File: src/rtl/serial_pkg.sv
// serial_pkg: state encoding and counter sizing shared by both ends of the serial link
package serial_pkg;
  typedef enum logic {IDLE, SHIFT} state_t;
  function automatic int cnt_width(input int w);
    return (w > 2) ? $clog2(w) : 1;
  endfunction
endpackage

File: src/rtl/bit_serializer.sv
// bit_serializer: accepts a word over valid/ready and shifts it out one registered bit per clock
module bit_serializer
  import serial_pkg::*;
#(
  parameter int WIDTH = 8,
  parameter bit MSB_FIRST = 1'b1
) (
  input  logic             clk,
  input  logic             rst_i,
  input  logic [WIDTH-1:0] data_i,
  input  logic             valid_i,
  output logic             ready_o,
  output logic             bit_o,
  output logic             bit_valid_o,
  output logic             last_o
);
  localparam int CW = cnt_width(WIDTH);
  localparam logic [CW-1:0] TOP = CW'(WIDTH - 1);
  state_t state, state_d;
  logic [WIDTH-1:0] sreg, sreg_d;
  logic [CW-1:0] cnt, cnt_d;
  logic bit_d, load, done;
  function automatic logic head(input logic [WIDTH-1:0] w);
    return MSB_FIRST ? w[WIDTH-1] : w[0];
  endfunction
  function automatic logic [WIDTH-1:0] adv(input logic [WIDTH-1:0] w);
    return MSB_FIRST ? w << 1 : w >> 1;
  endfunction
  assign done = (state == SHIFT) && (cnt == '0);
  assign ready_o = (state == IDLE) || done;
  assign load = valid_i && ready_o;
  assign bit_valid_o = state == SHIFT;
  assign last_o = done;
  // the loaded word's head goes straight to bit_o, so the register holds what follows it
  always_comb begin
    state_d = load ? SHIFT : done ? IDLE : state;
    sreg_d = load ? adv(data_i) : (state == SHIFT) ? adv(sreg) : sreg;
    cnt_d = load ? TOP : (state == SHIFT && !done) ? cnt - CW'(1) : cnt;
    bit_d = load ? head(data_i) : (state == SHIFT && !done) ? head(sreg) : 1'b0;
  end
  always_ff @(posedge clk) begin
    if (rst_i) begin
      state <= IDLE;
      sreg <= '0;
      cnt <= '0;
      bit_o <= 1'b0;
    end else begin
      state <= state_d;
      sreg <= sreg_d;
      cnt <= cnt_d;
      bit_o <= bit_d;
    end
  end
`ifdef FORMAL
  am_data: assume property (@(posedge clk) (valid_i && !ready_o) |=> (!valid_i || $stable(data_i)));
  ap_load: assert property (@(posedge clk) disable iff (rst_i) load |=> bit_valid_o);
  ap_bit: assert property (@(posedge clk) disable iff (rst_i)
    (state == SHIFT && !done) |=> (bit_valid_o && bit_o == $past(head(sreg))));
  ap_rst: assert property (@(posedge clk) rst_i |=> (!bit_valid_o && !bit_o && ready_o && !last_o));
  cv_b2b: cover property (@(posedge clk) disable iff (rst_i) (done && valid_i) ##1 bit_valid_o);
`endif
endmodule

File: config.mk
export PLATFORM = sky130hd
export DESIGN_NAME = bit_serializer
export DESIGN_NICKNAME = d
export VERILOG_FILES = /design/src/rtl/serial_pkg.sv /design/src/rtl/bit_serializer.sv
export SDC_FILE = /design/constraint.sdc
export NUM_CORES = 1
export LEC_CHECK = 0
export ABC_AREA = 1
export CORE_MARGIN = 8
export CORE_UTILIZATION = 42
export CTS_CLUSTER_DIAMETER = 50
export CTS_CLUSTER_SIZE = 40
export DETAILED_ROUTE_END_ITERATION = 10
export GPL_ROUTABILITY_DRIVEN = 0
export PLACE_DENSITY_LB_ADDON = 0.05
export SETUP_SLACK_MARGIN = 0.4
export SYNTH_ARGS = -nofsm -noshare
export SYNTH_HDL_FRONTEND = slang
export SYNTH_SLANG_ARGS = --single-unit
File: constraint.sdc
create_clock -name clk -period 1.25 [get_ports clk]
set_input_delay 0.25 -clock clk [delete_from_list [all_inputs] [get_ports clk]]
set_output_delay 0.25 -clock clk [all_outputs]
set_load 0.005 [all_outputs]
==> impl_results.md <==
- H-tree depth: 1
- Final Hold Fails: 0
- Worst slew margin: 0.815
- Detailed placement HPWL: 1000 um
- Yosys cell types: 14
- Ant diodes: 0
- Area grow syn2layout: 45.9%
- Placed Cells: 124
- Fin crit share: 1.13
- Synth warn: 0
- Vias in the first global route: 603
- Hold path startpoint: sreg[7]$_SDFFE_PP0P_
- CTS buffer count: 3
- Stages on the worst setup path: 6
- Power Density: 1140 nW/um2
- Buf/Inv on CP: 3
- Fin worst setup slack: -167 ps
- DRC: 0
- Setup Crit Path Kind: register to primary output
- Syn Inst Count: 89
- Clock tree buffer depth: 2
- Req. time, crit path: 1000 ps
- Clk Latency, worst-skew pair: 270 ps
- Worst Reg-to-Reg Cells: 10
- Final setup fails: 11
- CP endpoint kind: primary output
- Layout cells sized above 1: 0.348
- Initial antenna violation count: 0
- Port buffer count: 14
- GR Overflow Total: 0
- Flops & latches, synth: 12
- Static leakage: 0.426 nW
- DR vias: 616
- Failing checks: negative setup slack
- MaxCap Viol Count: 0
- CTS Root Cell: clkbuf_4
- Reg2reg start: cnt[1]$_SDFFE_PP0P_
- Io pins: 15
- Slowest-stage cell, CP: dfxtp_2
- Core area: 1450 um2
- Setup tns final: -684 ps
- Worst R2R End: sreg[2]$_SDFFE_PP0P_
- Initial DRT Pass Iterations: 3
- CTS tree: built
- Clk_skew: 0.984 ps
- Vias per inst: 4.70
- First-pass GRT wire length: 2620 um
- Delay-heaviest family, CP: flip-flops
- CP cell instances: inv_2 > ha_4 > ha_4 > inv_2 > nand2_4 > buf_6
- Wire per inst: 11.5 um
- CP arrival: 1170 ps
- Initial core utilization: 0.435
- Rows: 14
- Die Footprint: 3000 um2
- DR iter-0 viols: 10
- Fin. max-slew vios: 0
- CP max stage delay: 320 ps
- Status: complete, but fails checks
- Syn nets: 102
- CP max FO: 3
- Tot GR Track Use: 0.120
- Non-filler cells, final: 131
- Worst R2R Setup Slack: -70 ps
- Hold WC Path Type: register to register
- Worst-Margin Slew: 277 ps
- Die Width: 54.8 um
- Reg clk slew, reported paths: 80 ps
- Die H: 54.8 um
- Mean post-synth cell area: 7.10 um2
- Number of clock sinks: 12
- Startpoint types: register
- Hold Path Sink: bit_o$_SDFF_PP0_
- Mapped Area: 632 um2
- Unrepaired setup endpoints after global routing: true
- Hold path depth: 2
- Post-synthesis sequential area ratio: 0.380
- Max frequency: 706 MHz
- ANT nets after route: 0
- Peak supply drop: 841 uV
- Post-Route WL: 1500 um
- Pin count of the biggest net entering global routing: 17
- # nets final: 129
- Tmin final: 1420 ps
kinds of logic after synthesis:
kind of cell,synth area share
buffers and inverters,0.149
AND/OR/NAND/NOR,0.238
AO/OA/AOI/OAI,0.194
flip-flops,0.380
adder cells (fa/ha/maj),0.0396
how the worst max path moves through the flow:
stage | start | slack [ps] | end
6_report | cnt[1]$_SDFFE_PP0P_ | -170 | ready_o
5_1_grt | cnt[0]$_SDFFE_PP0P_ | -210 | ready_o
4_1_cts | cnt[0]$_SDFFE_PP0P_ | -180 | ready_o
3_5_place_dp | cnt[1]$_SDFFE_PP0P_ | -270 | last_o
3_3_place_gp | cnt[1]$_SDFFE_PP0P_ | -250 | last_o
2_1_floorplan | cnt[1]$_SDFFE_PP0P_ | 40 | sreg[2]$_SDFFE_PP0P_
registers in the layout, indices dropped and copies added, names as in the netlist:
name and count:
bit_o 1, bit_valid_o 1, sreg 7, cnt 3
metrics by stage:
step	worst slack [ps]	hold slack [ps]	power, mW	cell area, um2	util
final	-167	484	1.05	922	0.634
after global routing	-210	510	1.12	922	0.634
after CTS	-175	481	1.04	905	0.622
after detailed placement	-275	467	0.708	837	0.576
after global placement	-251	474	0.703	837	0.576
after floorplan	44.1	319	0.608	647	-
layout make-up:
| class | count | area (um2) |
|---|---|---|
| clock buffer | 4 | 36.3 |
| fill | 141 | 532 |
| inverter | 17 | 63.8 |
| multi-input combinational | 57 | 339 |
| sequential | 12 | 246 |
| tap | 16 | 20.0 |
| timing repair buffer | 25 | 216 |
repair_timing:
item	CTS	global route
endpoints found under the setup margin	16	16
setup buffers	2	1
gates resized for setup	23	3
pin swaps	3	2
hold buffers	0	0
placed cells by master, fill, tap and decap left out, types with 2 or more instances in the layout:
cell type        count
a21oi_1              4
a21oi_2              7
buf_2                2
buf_4               10
buf_6                2
clkbuf_4             3
clkdlybuf4s50_1     10
dfxtp_1              9
dfxtp_2              2
ha_4                 2
inv_1               12
inv_2                5
nand2_1             11
nand3_1              7
nor2_1              12
nor2_2               2
o21ai_1              9
layer usage:
metal | wire [um] | part of all wire | global-route usage
met5 | 0 | 0 | 0
met4 | 26 | 0.017 | 0.0820
met3 | 104 | 0.069 | 0.0435
met2 | 645 | 0.43 | 0.172
met1 | 724 | 0.48 | 0.146
power by group:
| part | leakage [nW] | internal (mW) | switching [mW] |
|---|---|---|---|
| logic | 0.304 | 0.150 | 0.148 |
| registers | 0.101 | 0.418 | 0.0173 |
| clock network | 0.0210 | 0.177 | 0.139 |
cells in the mapped netlist:
cell type,instances,share of area
nand2_4,1,0.018
nand2_1,11,0.065
clkbuf_4,1,0.012
nand2_2,1,0.0099
buf_6,2,0.036
inv_2,2,0.012
nand3_1,7,0.055
ha_1,2,0.040
dfxtp_1,12,0.38
nor2_1,15,0.089
a21oi_1,5,0.040
o21ai_1,9,0.071
inv_1,15,0.089
a21oi_2,6,0.083
worst reg2reg max path, cell delays in order (launching register included):
cell	delay [ps]
dfxtp_2	320
inv_2	40
ha_4	150
ha_4	160
inv_2	60
nand2_4	50
buf_6	160
nand3_1	70
nand2_1	60
nor2_2	110
nor2_1	40
No activity file was read; power rests on OpenSTA's default activity.
